File: src/rtl/conv_pkg.sv
// Shared types and default geometry for the 3x3 convolution stream controller.
package conv_pkg;

  localparam int unsigned DefM       = 480;
  localparam int unsigned DefN       = 640;
  localparam int unsigned DefK       = 3;
  localparam int unsigned DefPipeLat = 8;

  typedef enum logic [1:0] {
    StIdle,
    StRun,
    StDrain,
    StDone
  } state_e;

  // v: full KxK window inside the frame; l: last pixel of the frame.
  typedef struct packed {
    logic v;
    logic l;
  } tag_t;

endpackage

File: src/rtl/conv_tag_pipe.sv
// Enabled shift register carrying per-pixel tags alongside the datapath latency.
module conv_tag_pipe #(
  parameter int unsigned Depth = 8,
  parameter int unsigned Width = 2
) (
  input  logic             clk,
  input  logic             clear,
  input  logic             en,
  input  logic [Width-1:0] din,
  output logic [Width-1:0] dout
);

  logic [Width-1:0] pipe_q [Depth];

  always_ff @(posedge clk) begin
    if (clear) begin
      for (int i = 0; i < int'(Depth); i++) pipe_q[i] <= '0;
    end else if (en) begin
      pipe_q[0] <= din;
      for (int i = 1; i < int'(Depth); i++) pipe_q[i] <= pipe_q[i-1];
    end
  end

  assign dout = pipe_q[Depth-1];

endmodule

File: src/rtl/conv_stream_ctrl.sv
// Frame sequencer for the conv datapath: raster counting, clock-enable gating,
// window tagging and AXI-Stream handshakes.
module conv_stream_ctrl
  import conv_pkg::*;
#(
  parameter int unsigned M        = DefM,
  parameter int unsigned N        = DefN,
  parameter int unsigned K        = DefK,
  parameter int unsigned PIPE_LAT = DefPipeLat
) (
  input  logic clk,
  input  logic reset,
  input  logic start,
  input  logic s_tvalid,
  output logic s_tready,
  input  logic s_tlast,
  output logic m_tvalid,
  input  logic m_tready,
  output logic m_tlast,
  output logic conv_en,
  output logic zero_in,
  output logic busy,
  output logic done,
  output logic err_len
);

  localparam int unsigned RW = (M > 1) ? $clog2(M) : 1;
  localparam int unsigned CW = (N > 1) ? $clog2(N) : 1;
  localparam int unsigned DW = (PIPE_LAT > 1) ? $clog2(PIPE_LAT) : 1;

  state_e        state_q, state_d;
  logic [RW-1:0] row_q, row_d;
  logic [CW-1:0] col_q, col_d;
  logic [DW-1:0] drain_q, drain_d;
  logic          err_q, err_d;
  logic          in_fire, last_pix;
  tag_t          tag_in, pipe_din, pipe_tail;

  assign last_pix = (row_q == RW'(M - 1)) && (col_q == CW'(N - 1));
  assign tag_in.v = (row_q >= RW'(K - 1)) && (col_q >= CW'(K - 1));
  assign tag_in.l = last_pix;

  always_comb begin
    state_d  = state_q;
    row_d    = row_q;
    col_d    = col_q;
    drain_d  = drain_q;
    err_d    = err_q;
    s_tready = 1'b0;
    in_fire  = 1'b0;
    conv_en  = 1'b0;
    zero_in  = 1'b0;
    pipe_din = '0;
    case (state_q)
      StIdle: begin
        if (start) begin
          state_d = StRun;
          row_d   = '0;
          col_d   = '0;
          drain_d = '0;
          err_d   = 1'b0;
        end
      end
      StRun: begin
        s_tready = m_tready;
        in_fire  = s_tvalid & m_tready;
        conv_en  = in_fire;
        pipe_din = tag_in;
        if (in_fire) begin
          // Length is fixed by parameters; s_tlast is only audited.
          if (s_tlast != last_pix) err_d = 1'b1;
          if (last_pix) begin
            state_d = StDrain;
            drain_d = '0;
          end else if (col_q == CW'(N - 1)) begin
            col_d = '0;
            row_d = row_q + 1'b1;
          end else begin
            col_d = col_q + 1'b1;
          end
        end
      end
      StDrain: begin
        conv_en = m_tready;
        zero_in = 1'b1;
        if (m_tready) begin
          if (drain_q == DW'(PIPE_LAT - 1)) state_d = StDone;
          else drain_d = drain_q + 1'b1;
        end
      end
      StDone:  state_d = StIdle;
      default: state_d = StIdle;
    endcase
  end

  always_ff @(posedge clk) begin
    if (reset) begin
      state_q <= StIdle;
      row_q   <= '0;
      col_q   <= '0;
      drain_q <= '0;
      err_q   <= 1'b0;
    end else begin
      state_q <= state_d;
      row_q   <= row_d;
      col_q   <= col_d;
      drain_q <= drain_d;
      err_q   <= err_d;
    end
  end

  conv_tag_pipe #(
    .Depth(PIPE_LAT),
    .Width($bits(tag_t))
  ) u_tag_pipe (
    .clk  (clk),
    .clear(reset | (state_q == StIdle)),
    .en   (conv_en),
    .din  (pipe_din),
    .dout (pipe_tail)
  );

  // Beat is offered only when this cycle's enable would consume it.
  assign m_tvalid = pipe_tail.v & (((state_q == StRun) & s_tvalid) | (state_q == StDrain));
  assign m_tlast  = m_tvalid & pipe_tail.l;
  assign busy     = (state_q != StIdle);
  assign done     = (state_q == StDone);
  assign err_len  = err_q;

endmodule

File: config.mk
export PLATFORM = sky130hd
export DESIGN_NAME = conv_stream_ctrl
export DESIGN_NICKNAME = d
export VERILOG_FILES = /design/src/rtl/conv_pkg.sv /design/src/rtl/conv_tag_pipe.sv /design/src/rtl/conv_stream_ctrl.sv
export SDC_FILE = /design/constraint.sdc
export NUM_CORES = 1
export LEC_CHECK = 0
export CAP_MARGIN = 0
export CORE_MARGIN = 1.5
export CORE_UTILIZATION = 32
export DETAILED_ROUTE_END_ITERATION = 6
export PLACE_DENSITY = 0.5
export SYNTH_ARGS = -nofsm -noshare
export SYNTH_HDL_FRONTEND = slang
export SYNTH_SLANG_ARGS = --single-unit
export TNS_END_PERCENT = 20
File: constraint.sdc
create_clock -name clk -period 2.95 [get_ports clk]
set_input_delay 0.4425 -clock clk [delete_from_list [all_inputs] [get_ports clk]]
set_output_delay 0.4425 -clock clk [all_outputs]
set_load 0.05 [all_outputs]
==> results.json <==
{
  "outcome": "finished, final reports clean",
  "grt_overflow_total": 0,
  "fmax_ghz": 0.368,
  "gp_congestion": 0.791,
  "ys.flop_type": "dfxtp_1",
  "p_leak_nw": 0.921,
  "area_growth_pct": 16.3,
  "via_count": 1739,
  "yosysUniqueCellTypes": 50,
  "syn_area_per_cell_um2": 9.34,
  "dieArea_um2": 7400,
  "io_buffers": 13,
  "cts_hold_buf": 0,
  "postRouteAntennaNets": 0,
  "start_kind": "flip-flop",
  "finalSetupViolCount": 0,
  "fin_skew_ns": 0.00482,
  "grt_setup_unrepaired": "no",
  "syn-instance-count": 236,
  "hold_viol_final": 0,
  "start_util_pct": 32.8,
  "ff_latch_area_um2": 981,
  "power_switching_share_pct": 34.6,
  "peakVddDrop_v": 0.000204,
  "finish.utilization_pct": 38.2,
  "io_pins": 14,
  "period_minus_slack_ns": 2.72,
  "ys_ff_latch": 41,
  "arrival_ns": 2.28,
  "drc": 0,
  "async_flop_share_pct": 0,
  "p_comb_share_pct": 31.4,
  "grt_pass1_vias": 1672,
  "numCtsBuffers": 5,
  "maxCapViolCount": 0,
  "hp-class": "flip-flop to flip-flop",
  "worst-path-buf-inv": 3,
  "max_stage_delay_ns": 0.79,
  "synth_warnings": 0,
  "cts_resized": 0,
  "crit_path_cell_trace": "inv_1 -> ha_1 -> a21o_1 -> nand3_1 -> inv_1 -> clkdlybuf4s50_1",
  "cp.required_ns": 2.51,
  "path_max_fanout": 11,
  "grt_first_pass_wirelength_um": 8000,
  "ys_seq_area_share_pct": 44.5,
  "track_usage_pct": 13.5,
  "drtIter0Drc": 93,
  "critPathTopFamily": "buffers and inverters",
  "p_sw_w": 0.000647,
  "routedWlPerCell_um": 13.9,
  "fin_crit_sh_pct": 92.2,
  "crit_top_cell": "inv_1",
  "core_um2": 6720,
  "finalSetupTns_ns": 0,
  "dp_hpwl_um": 3210,
  "power_frac_clock_pct": 29.3,
  "slew_violations": 0,
  "clkTransAtPathRegs_ns": 0.08,
  "multiInputGateArea_um2": 1140,
  "final_common_cell": "dfxtp_1",
  "drive_gt1_share_pct": 9.52,
  "cts_tree": "yes",
  "syn_area_um2": 2200,
  "clock_latency_ns": 0.29,
  "cts_root_buf": "clkbuf_8",
  "cts.sinks": 41,
  "internal_power_w": 0.00122,
  "die_y_um": 86,
  "layout_common_cells": "25 x dfxtp_1, 18 x nand2_1, 18 x and2_1",
  "insertedDiodeCount": 0,
  "crit_path_top_delay_cell": "clkdlybuf4s50_1",
  "crit_type": "flip-flop to output pin",
  "clock_path_buffers": 2,
  "seqPwrFrac_pct": 39.3,
  "rows": 30,
  "grt_max_degree": 20,
  "synth_edf_count": 16,
  "first_pass_iters": 4,
  "antenna_found_initial": 0,
  "power.density_nw_per_um2": 730,
  "die_x_um": 86,
  "slew_headroom_pct": 20.6,
  "via_per_inst": 5.24,
  "drt-total-wl_um": 4620,
  "synth_nets": 252,
  "crit_path_end_kind": "output pin",
  "post-cts-setup-buffers": 0,
  "tightest_slew_ns": 1.18,
  "nets": 267,
  "cts.htree.levels": 2,
  "fill_cells": 684
}
## cell usage after synthesis, types with 2 or more instances
cell type  number  area, µm²
a21boi_0        2       15.0
a21o_1          2       15.0
a21oi_1        10       50.1
a311oi_1        2       17.5
a31oi_1         5       31.3
and2_1         18        113
and3_1          3       18.8
clkbuf_1        7       26.3
dfxtp_1        25        500
edfxtp_1       16        480
ha_1           10        125
inv_1          11       41.3
mux2i_1         2       20.0
nand2_1        18       67.6
nand2b_1        2       12.5
nand3_1        14       70.1
nand4_1         6       37.5
nor2_1         14       52.6
nor3_1          7       35.0
nor4_1          6       37.5
o21a_1          5       37.5
o21ai_0        10       50.1
o31ai_1         4       30.0
or3_1           5       31.3
or4_1           5       37.5
xnor2_1         2       17.5
xor2_1          2       17.5
## power groups by stage
stage	combinational, W	sequential [W]	clock [W]
global placement	0.000600	0.000751	0
finish	0.000588	0.000735	0.000547
CTS	0.000601	0.000738	0.000563
global route	0.000662	0.000748	0.000585
floorplan	0.000424	0.000750	0
detailed placement	0.000599	0.000751	0
## flip-flops by register name (all words and copies together), names as in the netlist
name               cells
drain_q                3
u_tag_pipe.pipe_q     16
col_q                 10
err_len                1
row_q                  9
state_q                2
## final timing paths
path                                start               endpoint  slack (ns)  cells past startpoint
setup reg to reg  state_q[1]$_SDFFE_PP0P_  col_q[4]$_SDFFE_PP0P_        0.42                      6
setup / recovery  state_q[1]$_SDFFE_PP0P_                conv_en        0.23                      6
hold / removal       err_len$_SDFFE_PP0P_   err_len$_SDFFE_PP0P_        0.48                      2
hold reg to reg      err_len$_SDFFE_PP0P_   err_len$_SDFFE_PP0P_        0.48                      2
## worst reg2reg max path: cells and delay by family (launching register included)
family                   cells  cell delay [ns]
AO/OA/AOI/OAI                3             1.42
buffers and inverters        2             0.34
adder cells (fa/ha/maj)      1             0.38
flip-flops                   1             0.33
## cell type report
| type | instances | share of cell area [%] |
|---|---|---|
| Inverter | 11 | 1.61 |
| Timing Repair Buffer | 17 | 6.25 |
| Sequential cell | 41 | 38.3 |
| Clock buffer | 5 | 2.68 |
| Clock inverter | 3 | 2.68 |
| Tap cell | 80 | 3.90 |
| Multi-Input combinational cell | 175 | 44.6 |
## metal layers
layer	vias to the layer above	routed length [µm]	global-route usage, %
met1	809	2400	18.5
met4	0	74	4.55
met2	29	2000	21.0
li1	895	-	-
met3	6	143	3.08
met5	-	0	0
## cell families (layout without fill, tap and decap cells)
family / after synthesis / in the layout / synth area share, %
flip-flops: 41 / 41 / 44.5
AO/OA/AOI/OAI: 46 / 46 / 13.7
adder cells (fa/ha/maj): 10 / 10 / 5.68
multiplexers: 3 / 3 / 1.42
XOR/XNOR: 4 / 4 / 1.59
buffers and inverters: 20 / 36 / 3.63
AND/OR/NAND/NOR: 112 / 112 / 29.5
## per-stage QoR
stage / std cells / area (µm²) / hold slack [ns] / power [W] / worst slack, ns
finish: 332 / 2560 / 0.480 / 0.00187 / 0.230
global route: 332 / 2560 / 0.516 / 0.00200 / 0.0544
CTS: 332 / 2560 / 0.484 / 0.00190 / 0.208
detailed placement: 324 / 2430 / 0.468 / 0.00135 / 0.374
global placement: 324 / 2430 / 0.483 / 0.00135 / 0.411
floorplan: 236 / 2200 / 0.466 / 0.00117 / 0.864
(Power assumes the default switching activity.)
